==> src/rtl/pci_arb_pkg.sv <==
// Shared types and widths for the PCI read-back register arbiter.
package pci_arb_pkg;

   localparam int NUM_REQ_MAX = 8;
   localparam int DATA_W      = 32;
   localparam int SRC_W       = 3;
   localparam int DROP_W      = 8;

   typedef enum logic [1:0] {
      IDLE,
      LOAD,
      WAIT_RD,
      DONE
   } arb_state_t;

endpackage

==> src/rtl/rr_pick.sv <==
// Combinational round-robin picker: finds the first set request bit at or
// after the pointer, wrapping modulo NUM_REQ.
module rr_pick
   import pci_arb_pkg::*;
#(
   parameter int NUM_REQ = 4
) (
   input  logic [NUM_REQ-1:0] req,
   input  logic [SRC_W-1:0]   ptr,
   output logic [SRC_W-1:0]   grant,
   output logic               found
);

   int idx;

   // Scan from the farthest candidate back toward the pointer so the closest hit wins.
   always_comb begin
      grant = '0;
      found = 1'b0;
      idx   = 0;
      for (int i = NUM_REQ - 1; i >= 0; i--) begin
         idx = int'(ptr) + i;
         if (idx >= NUM_REQ) begin
            idx = idx - NUM_REQ;
         end
         if (((req >> idx) & NUM_REQ'(1)) != '0) begin
            grant = SRC_W'(idx);
            found = 1'b1;
         end
      end
   end

endmodule

==> src/rtl/pci_rd_arbiter.sv <==
// Round-robin arbiter sharing the single 32-bit PCI target read-back register
// between internal status producers. One word is loaded and held until the
// host completes a read data phase, then the register passes to the next
// requester in rotation.
// Optional feature macro: PCI_RD_TIMEOUT_EN (host-read timeout with drop counter).
module pci_rd_arbiter
   import pci_arb_pkg::*;
#(
   parameter int NUM_REQ        = 4,
   parameter int TIMEOUT_CYCLES = 1024
) (
   input  logic                      CLK,
   input  logic                      RST_N,
   input  logic [NUM_REQ-1:0]        REQ,
   input  logic [DATA_W*NUM_REQ-1:0] REQ_DATA,
   output logic [NUM_REQ-1:0]        ACK,
   output logic [DATA_W-1:0]         RD_DATA,
   output logic [SRC_W-1:0]          RD_SRC,
   output logic                      RD_VALID,
   input  logic                      HOST_RD,
   output logic [DROP_W-1:0]         DROP_CNT
);

   arb_state_t          state;
   logic [SRC_W-1:0]    ptr;
   logic [SRC_W-1:0]    grant_idx;
   logic [SRC_W-1:0]    pick_idx;
   logic                pick_found;
   logic [DATA_W-1:0]   sel_word;
   logic [NUM_REQ-1:0]  ack_q;
   logic [DATA_W-1:0]   rd_data_q;
   logic [SRC_W-1:0]    rd_src_q;
   logic                rd_valid_q;
   logic                timeout_hit;

   rr_pick #(
      .NUM_REQ (NUM_REQ)
   ) u_pick (
      .req   (REQ),
      .ptr   (ptr),
      .grant (pick_idx),
      .found (pick_found)
   );

   // Word of the registered grant, taken from the flat requester data bus.
   always_comb begin
      sel_word = DATA_W'(REQ_DATA >> (int'(grant_idx) * DATA_W));
   end

`ifdef PCI_RD_TIMEOUT_EN
   localparam logic [15:0] TIMEOUT_LAST = 16'(TIMEOUT_CYCLES - 1);

   logic [15:0]       wait_cnt;
   logic [DROP_W-1:0] drop_q;

   assign timeout_hit = (wait_cnt == TIMEOUT_LAST);
   assign DROP_CNT    = drop_q;
`else
   assign timeout_hit = 1'b0;
   assign DROP_CNT    = '0;
`endif

   // Arbitration FSM; every output comes straight from a register here.
   always_ff @(posedge CLK) begin
      if (!RST_N) begin
         state      <= IDLE;
         ptr        <= '0;
         grant_idx  <= '0;
         ack_q      <= '0;
         rd_data_q  <= '0;
         rd_src_q   <= '0;
         rd_valid_q <= 1'b0;
`ifdef PCI_RD_TIMEOUT_EN
         wait_cnt   <= '0;
         drop_q     <= '0;
`endif
      end else begin
         ack_q <= '0;
         case (state)
            IDLE: begin
               if (pick_found) begin
                  grant_idx <= pick_idx;
                  state     <= LOAD;
               end
            end
            LOAD: begin
               rd_data_q  <= sel_word;
               rd_src_q   <= grant_idx;
               ack_q      <= NUM_REQ'(1) << grant_idx;
               rd_valid_q <= 1'b1;
               state      <= WAIT_RD;
`ifdef PCI_RD_TIMEOUT_EN
               wait_cnt   <= '0;
`endif
            end
            WAIT_RD: begin
               if (HOST_RD) begin
                  state <= DONE;
               end else if (timeout_hit) begin
                  state <= DONE;
`ifdef PCI_RD_TIMEOUT_EN
                  if (drop_q != '1) begin
                     drop_q <= drop_q + DROP_W'(1);
                  end
`endif
               end else begin
`ifdef PCI_RD_TIMEOUT_EN
                  wait_cnt <= wait_cnt + 16'd1;
`endif
               end
            end
            DONE: begin
               rd_valid_q <= 1'b0;
               if (grant_idx == SRC_W'(NUM_REQ - 1)) begin
                  ptr <= '0;
               end else begin
                  ptr <= grant_idx + SRC_W'(1);
               end
               state <= IDLE;
            end
            default: begin
               state <= IDLE;
            end
         endcase
      end
   end

   assign ACK      = ack_q;
   assign RD_DATA  = rd_data_q;
   assign RD_SRC   = rd_src_q;
   assign RD_VALID = rd_valid_q;

endmodule

==> config.mk <==
export PLATFORM = sky130hd
export DESIGN_NAME = pci_rd_arbiter
export DESIGN_NICKNAME = d
export VERILOG_FILES = /design/src/rtl/pci_arb_pkg.sv /design/src/rtl/rr_pick.sv /design/src/rtl/pci_rd_arbiter.sv
export SDC_FILE = /design/constraint.sdc
export NUM_CORES = 1
export LEC_CHECK = 0
export CAP_MARGIN = 20
export CORE_MARGIN = 2
export CORE_UTILIZATION = 38
export DETAILED_ROUTE_END_ITERATION = 8
export PLACE_DENSITY = 0.86
export SKIP_CTS_REPAIR_TIMING = 1
export SLEW_MARGIN = 20
export SYNTH_ARGS = -nofsm -noshare
export SYNTH_HDL_FRONTEND = slang
export SYNTH_HIERARCHICAL = 1
export SYNTH_SLANG_ARGS = --single-unit
==> constraint.sdc <==
create_clock -name CLK -period 2.9 [get_ports CLK]
set_input_delay 0.435 -clock CLK [delete_from_list [all_inputs] [get_ports CLK]]
set_output_delay 0.435 -clock CLK [all_outputs]
set_load 0.005 [all_outputs]
==> Yosys cells after proc, flatten, opt, wreduce, memory -nomap -nowiden <==
Index checks and enable logic that the tools add are counted.
{ "totals": {"out_inout_bits": 48, "ff_bits": 48, "input_bits": 135} }
{ "op_classes": {"shift": 6, "n_mux": 17, "reduce_logical": 5, "add_sub_neg": 8, "n_lt_le_gt_ge": 4, "n_eq_ne": 6} }
{ "op_table": {"columns": ["operator", "count"], "rows": [
  ["$mux W32", 4],
  ["$shr A128 B8 Y32", 1],
  ["$shr A4 B32 Y1", 4],
  ["$ge A32 B4 Y1 const B", 3],
  ["$sub A32 B4 Y32 const B", 3],
  ["$mux W3", 5],
  ["$add A3 B2 Y4 const B", 2],
  ["$pmux W2 S4", 1],
  ["$reduce_and A2 Y1", 3],
  ["$add A3 B1 Y4 const B", 1],
  ["$eq A2 B2 Y1 const B", 2],
  ["$mux W1", 4],
  ["$mux W2", 2],
  ["$ne A2 B2 Y1 const B", 2],
  ["$shl A1 B3 Y4 const A", 1],
  ["$sub A3 B3 Y4 const B", 1],
  ["$add A3 B1 Y3 const B", 1],
  ["$eq A3 B2 Y1 const B", 1],
  ["$ge A3 B3 Y1 const B", 1],
  ["$eq A2 B1 Y1 const B", 1],
  ["$logic_not A2 Y1", 1],
  ["$pmux W1 S2", 1],
  ["$reduce_bool A2 Y1", 1]
]} }

==> Logic depth before layout (Yosys ltp) <==
Gate-level depths: netlist of run 1.
{ "logic_depth": {"depth_word": 10, "mapped_depth": 11, "ltp_nobuf": 10} }

==> Modules after synthesis <==
The synthesis of run 1 kept the hierarchy.
{ "modules_own_cells": {"columns": ["module", "n_inst", "cells_each", "area_each_um2"], "rows": [
  ["pci_rd_arbiter", 1, 256, 2578.7],
  ["rr_pick", 1, 61, 457.9]
]} }

==> Worst setup path after synthesis of run 1 <==
Ideal clock, no wire load.
{ "synth_path": {"kind": "register to register", "from": "register ptr[1]", "to": "register state[0]", "synth_period_minus_slack_ns": 2.474, "slack_ns": 0.426, "stages_incl_launch_ff": 11, "arrival_ns": 2.352, "setup_ns": 0.122, "path_buffers": 0, "t_required_ns": 2.778, "path_cell_list": "dfxtp_1 > inv_1 > ha_1 > nand2_1 > or3_1 > nand3_2 > or2_4 > or4_4 > nor2b_1 > o21ai_0 > o311a_1"} }
{ "synth_via": {"elab_chain_cells": 10, "word_cells_on_any_way": 25, "cone_classes": "add/sub (7); order compare (4); eq/ne (1); shift (4); mux (8); reduce/logical (1)"} }
{ "synth_rtl": {"columns": ["element", "line", "text"], "rows": [
  ["from (decl)", "pci_rd_arbiter.sv:25", "logic [SRC_W-1:0] ptr;"],
  ["from (signal assigned)", "pci_rd_arbiter.sv:117", "ptr <= grant_idx + SRC_W'(1);"],
  ["$add A3 B2 Y4", "rr_pick.sv:22", "idx = int'(ptr) + i;"],
  ["$sub A32 B4 Y32 / $ge A32 B4 Y1 (equally long branches)", "rr_pick.sv:24, rr_pick.sv:23", null],
  ["$mux W32", "rr_pick.sv:23", "if (idx >= NUM_REQ) begin"],
  ["$shr A4 B32 Y1", "rr_pick.sv:26", "if (((req >> idx) & NUM_REQ'(1)) != '0) begin"],
  ["$mux W1 (3 in a row)", "rr_pick.sv:26", null],
  ["$mux W1 *", "rr_pick.sv:26", null],
  ["net pick_found", "pci_rd_arbiter.sv:28", "logic pick_found;"],
  ["$ne A2 B2 Y1 (no line) *", null, null],
  ["$reduce_and A2 Y1 (no line) *", null, null],
  ["to (signal assigned)", "pci_rd_arbiter.sv:66", "state <= IDLE;"],
  ["to (signal assigned)", "pci_rd_arbiter.sv:83", "state <= LOAD;"],
  ["to (signal assigned)", "pci_rd_arbiter.sv:91", "state <= WAIT_RD;"],
  ["to (decl)", "pci_rd_arbiter.sv:24", "arb_state_t state;"]
]} }
The timed path passes the listed nets; every way through them passes the cells marked *.
A chain may end at the register's enable or synchronous reset.

==> Worst setup path in the final report of run 1 <==
{ "layout_path": {"from": "register ptr[0]", "to": "register state[0]"} }
Same word-level chain as after synthesis.

==> impl_metrics.py, run 1 <==
metrics = {
    "run_status": {
        "outcome": "finished clean",
    },
    "critical_path": {
        "crit_type": "reg -> reg",
        "cp-start-kind": "register",
        "path_cells": "mux2i_1 -> o22ai_1 -> and4b_4 -> or2_4 -> or4_4 -> nor2b_1 -> o21ai_0 -> o311a_1",
        "reg2reg_setup_slack_ns": 0.22,
        "cp-end-kind": "register",
        "path_buf_inv": 0,
        "crit_slowest_cell": "dfxtp_2",
        "critPathMaxStageDelay_ns": 0.53,
        "cp_top_family": "simple AND/OR/NAND/NOR gates",
        "crit_fanout": 15,
        "r2r_cells": 8,
        "arrival_ns": 2.86,
        "critical_path_depth": 8,
        "r2r_start": "ptr[0]",
        "crit_end": "state[0]",
        "cp-startpoint": "ptr[0]",
        "r2r_end": "state[0]",
        "required_ns": 3.08,
    },
    "sta": {
        "finalSetupTns_ns": 0,
        "finalCriticalPeriod_ns": 2.68,
        "fin_skew_ns": 0.00664,
        "slew_headroom_pct": 52.0,
        "maxSlewViolCount": 0,
        "rsz0062_at_grt": "false",
        "hold_viol": 0,
        "fin_crit_sh_pct": 92.3,
        "worst_pin_slew_ns": 0.719,
        "setup_viol": 0,
        "fmax_mhz": 373,
    },
    "placement": {
        "io_buffers": 174,
        "dp_hpwl_um": 7360,
        "place_congestion": 0.798,
        "placed_cells": 576,
    },
    "floorplanning": {
        "die_h_um": 93.4,
        "ios": 183,
        "floorplan.rows": 32,
        "core_um2": 7730,
        "dieArea_um2": 8720,
        "start_util_pct": 39.3,
        "dieWidth_um": 93.4,
    },
    "pwr": {
        "leakagePower_nw": 2.07,
        "switching_share_pct": 34.1,
        "irDropWorstVdd_v": 0.000383,
        "p_clk_share_pct": 14.6,
        "p_int_mw": 1.99,
        "pwr-share-comb_pct": 49.7,
        "power_frac_seq_pct": 35.6,
        "powerDensity_nw_per_um2": 616,
        "power_switching_mw": 1.03,
    },
    "drt": {
        "drtPass1Iterations": 4,
        "drc_errors": 0,
        "ant_nets": 0,
        "via_count": 2992,
        "totalWireLength_um": 9210,
        "via_per_inst": 5.12,
        "wl_per_cell_um": 15.8,
        "initialDrtViolationCount": 77,
    },
    "job": {
        "maxCapViolations": 0,
    },
    "yosys": {
        "synth_enable_flop_cells": 0,
        "synth_top_cells_by_area": "dfxtp_1 32%, mux2i_1 23%, a21o_1 8.2%, o22ai_1 6.8%, ha_1 5.4%",
        "yosys_warnings": 6,
        "syn_inst": 317,
        "netlist-cell-type-count": 39,
        "syn_avg_cell_area_um2": 9.58,
        "synth_top_area_cell": "dfxtp_1",
        "ys_seq_elements": 48,
        "async_flop_share_pct": 0,
        "ys_seq_area_share_pct": 31.6,
        "synth-main-ff-cell": "dfxtp_1",
        "synthesis.area_um2": 3040,
        "synth_top_cell_area_share_pct": 31.6,
    },
    "cts": {
        "numClockSinks": 48,
        "insertion_delay_ns": 0.29,
        "cts-root-buf": "clkbuf_8",
        "clkTransAtPathRegs_ns": 0.09,
        "htreeDepth": 2,
        "cts_tree": "built",
        "clockBufferDepth": 2,
        "numCtsBuffers": 5,
    },
    "layout": {
        "final.fill_count": 657,
        "diodes": 0,
        "finalNetCount": 629,
        "area_delta_synth_final_pct": 61.2,
        "finalNonFillerCells": 584,
        "mostFrequentLayoutCells": "174 x clkdlybuf4s50_1, 71 x mux2i_1, 45 x dfxtp_1",
        "fin_util_pct": 63.4,
        "layout_commonest_cell": "clkdlybuf4s50_1",
        "drive_gt1_share_pct": 6.02,
    },
    "grt": {
        "grt_max_degree": 45,
        "track_usage_pct": 20.2,
        "grt_pass1_vias": 3029,
        "overflow": 0,
        "antenna_found_initial": 0,
        "grt_pass1_wl_um": 14100,
    },
    "min_path": {
        "hold_class": "reg -> reg",
    },
}
-- how the worst min path moves through the flow --
stage | startpoint | end | slack, ns | depth (start not counted)
after floorplan | RD_DATA[0] | RD_DATA[0] | 0.45 | 1
after global placement | RD_DATA[24] | RD_DATA[24] | 0.43 | 1
final | RD_DATA[9] | RD_DATA[9] | 0.46 | 1
after detailed placement | RD_DATA[10] | RD_DATA[10] | 0.44 | 1
after global routing | RD_DATA[10] | RD_DATA[10] | 0.47 | 1
after CTS | RD_DATA[10] | RD_DATA[10] | 0.46 | 1
-- cells by family after synthesis --
group / share of synthesized area [%]
other: 0.247
multiplexers: 24.4
buffers and inverters: 8.69
AO/OA/AOI/OAI: 19.2
flip-flops: 31.6
XOR/XNOR: 0.288
AND/OR/NAND/NOR: 10.2
adder cells (fa/ha/maj): 5.36
-- power groups by stage --
stage               logic (mW)  registers [mW]  clock network (mW)
floorplan                0.978           0.975                   0
global placement          1.46            1.08                   0
detailed placement        1.51            1.09                   0
CTS                       1.52            1.07               0.453
global route              1.63            1.11               0.478
finish                    1.50            1.08               0.441
-- final cells by class --
cell class	instances	area [um^2]	share of cell area (%)
inverter	11	41.3	0.843
timing repair buffer	180	1810	37.0
clock buffer	7	97.6	1.99
clock inverter	1	5.00	0.102
multi-input combinational	235	1850	37.7
tap	102	128	2.61
sequential	48	967	19.8
-- sequential cells by signal (all words and copies together), names as in the netlist --
signal     count
ACK            4
RD_DATA       32
RD_SRC         3
RD_VALID       1
grant_idx      3
ptr            3
state          2
-- per-stage QoR --
stage          hold WS, ns  cell area, um^2  setup WS (ns)  power, mW
2_1_floorplan        0.451             3060          0.426       1.95
4_1_cts              0.459             4890         0.0694       3.04
5_1_grt              0.468             4900         0.0419       3.21
6_report             0.459             4900          0.223       3.02
3_5_place_dp         0.438             4790         0.0249       2.60
3_3_place_gp         0.433             4790          0.130       2.54
-- layer usage --
metal,vias to the layer above,track usage (%),wire [um]
li1,1473,-,-
met1,1377,23.2,3630
met2,133,37.6,4710
met3,9,5.00,779
met4,0,3.92,101
met5,-,0,0
-- cells in the mapped netlist (all sizes together) (2+ instances only) --
cell,n
a21o,33
nand2b,4
o22ai,33
o211ai,5
nor3,4
mux2i,71
mux2,2
nand2,11
o21ai,4
nor2b,3
nand3,6
a21oi,7
ha,13
dfxtp,48
nor2,13
buf,29
or3,3
conb,2
inv,11
No activity file was read; power rests on OpenSTA's default activity.
==> run 2, diff against run 1 <==
--- a/config.mk
+++ b/config.mk
@@ -8,6 +8,7 @@
 export CAP_MARGIN = 20
 export CORE_MARGIN = 2
 export CORE_UTILIZATION = 38
+export CTS_BUF_LIST = sky130_fd_sc_hd__clkbuf_16
 export DETAILED_ROUTE_END_ITERATION = 8
 export PLACE_DENSITY = 0.86
 export SKIP_CTS_REPAIR_TIMING = 1
==> impl_metrics.py, run 2 (synthesized netlist as in run 1, its figures left out) <==
metrics = {
    "run_status": {
        "outcome": "finished clean",
    },
    "critical_path": {
        "path_buf_inv": 1,
        "r2r_cells": 10,
        "crit_slowest_cell": "or4_4",
        "crit_fanout": 11,
        "r2r_start": "ptr[1]",
        "required_ns": 3.06,
        "arrival_ns": 2.83,
        "crit_type": "reg -> reg",
        "critPathMaxStageDelay_ns": 0.51,
        "cp_top_family": "simple AND/OR/NAND/NOR gates",
        "path_cells": "inv_1 -> ha_1 -> nand2_1 -> or3_1 -> nand3_2 -> or2_4 -> or4_4 -> nor2b_1 -> o21ai_0 -> o311a_1",
        "cp-end-kind": "register",
        "r2r_end": "state[0]",
        "reg2reg_setup_slack_ns": 0.24,
        "cp-start-kind": "register",
    },
    "sta": {
        "slew_headroom_pct": 52.4,
        "fmax_mhz": 375,
        "hold_viol": 0,
        "finalCriticalPeriod_ns": 2.66,
        "finalSetupTns_ns": 0,
        "worst_pin_slew_ns": 0.715,
        "fin_crit_sh_pct": 91.9,
        "fin_skew_ns": 0.00384,
        "setup_viol": 0,
        "maxSlewViolCount": 0,
        "fin_hold_ws_ns": 0.453,
        "setup_slack_ns": 0.236,
        "rsz0062_at_grt": "false",
    },
    "drt": {
        "via_count": 2989,
        "drc_errors": 0,
        "wl_per_cell_um": 15.8,
        "drtPass1Iterations": 4,
        "totalWireLength_um": 9230,
        "initialDrtViolationCount": 86,
        "via_per_inst": 5.12,
        "ant_nets": 0,
    },
    "grt": {
        "antenna_found_initial": 0,
        "grt_util_met2_pct": 38.1,
        "grt_max_degree": 45,
        "grt_pass1_wl_um": 14100,
        "grt-busiest-layer": "met2",
        "use_met1_pct": 23.2,
        "grtUsageMet3_pct": 5.08,
        "overflow": 0,
        "grt_pass1_vias": 3031,
        "track_usage_pct": 20.2,
    },
    "placement": {
        "io_buffers": 174,
        "dp_hpwl_um": 7360,
        "post-place-ws_ns": 0.0249,
        "place_congestion": 0.798,
    },
    "pwr": {
        "leakagePower_nw": 2.10,
        "irDropWorstVdd_v": 0.000430,
        "powerDensity_nw_per_um2": 642,
        "power_mw": 3.18,
    },
    "floorplanning": {
        "dieArea_um2": 8720,
        "core_um2": 7730,
        "floorplan.rows": 32,
        "dieWidth_um": 93.4,
        "ios": 183,
        "start_util_pct": 39.3,
        "die_h_um": 93.4,
    },
    "cts": {
        "clkTransAtPathRegs_ns": 0.06,
        "numClockSinks": 48,
        "insertion_delay_ns": 0.28,
        "numCtsBuffers": 5,
        "cts-root-buf": "clkbuf_16",
        "clockBufferDepth": 2,
        "htreeDepth": 2,
        "cts_tree": "built",
    },
    "min_path": {
        "hp-start": "RD_DATA[9]",
        "whs_endpoint": "RD_DATA[9]",
        "hold_class": "reg -> reg",
        "min_path_cells": 1,
    },
    "layout": {
        "diodes": 0,
        "fin_util_pct": 64.1,
        "mostFrequentLayoutCells": "174 x clkdlybuf4s50_1, 71 x mux2i_1, 45 x dfxtp_1",
        "layout_commonest_cell": "clkdlybuf4s50_1",
        "finalNetCount": 629,
        "area_delta_synth_final_pct": 63.1,
        "final.fill_count": 646,
        "drive_gt1_share_pct": 6.02,
        "largest_reg_flops": 32,
    },
    "job": {
        "maxCapViolations": 0,
    },
}
==> run 2: cell count changes in the layout (fill, tap and decap cells not counted) <==
cell	previous run	this run
clkbuf_1	1	0
clkbuf_8	5	0
clkbuf_16	1	6
inv_1	9	10
==> run 2: worst max path at each step <==
stage / end / startpoint / slack (ns) / cells after the start
after floorplan: state[0] / ptr[1] / 0.43 / 10
after global placement: state[0] / REQ[1] / 0.13 / 9
after detailed placement: state[0] / REQ[1] / 0.02 / 9
after CTS: state[0] / ptr[0] / 0.07 / 8
after global routing: state[0] / ptr[0] / 0.05 / 8
final: state[0] / ptr[1] / 0.24 / 10
==> run 2: layer usage <==
| layer | wire length (um) | vias to the layer above | share of wire, % |
|---|---|---|---|
| met2 | 4790 | 128 | 52 |
| met4 | 59 | 0 | 0.64 |
| met3 | 801 | 6 | 8.7 |
| met5 | 0 | - | 0 |
| li1 | - | 1472 | - |
| met1 | 3580 | 1383 | 39 |
==> run 2: layout make-up <==
cell class                      count  area (um^2)  share of cell area, %
Clock inverter                      2         8.76                  0.177
Multi-Input combinational cell    235         1850                   37.3
Timing Repair Buffer              180         1810                   36.6
Tap cell                          102          128                   2.58
Clock buffer                        6          150                   3.03
Sequential cell                    48          967                   19.5
Inverter                           11         41.3                  0.834
==> run 2: power breakdown <==
part           switching, mW  internal (mW)
logic                  0.586          0.915
clock network          0.237          0.367
registers              0.226          0.851
==> run 2: metrics by stage <==
step                cells  cell area, um^2
floorplan             324             3060
global placement      576             4790
detailed placement    576             4790
CTS                   584             4950
global route          584             4950
finish                584             4950
==> run 2: worst reg2reg max path, stage by stage, from the launching register on <==
cell	delay, ns
dfxtp_2	0.44
inv_1	0.17
ha_1	0.38
nand2_1	0.08
or3_1	0.11
nand3_2	0.10
or2_4	0.25
or4_4	0.51
nor2b_1	0.25
o21ai_0	0.13
o311a_1	0.14
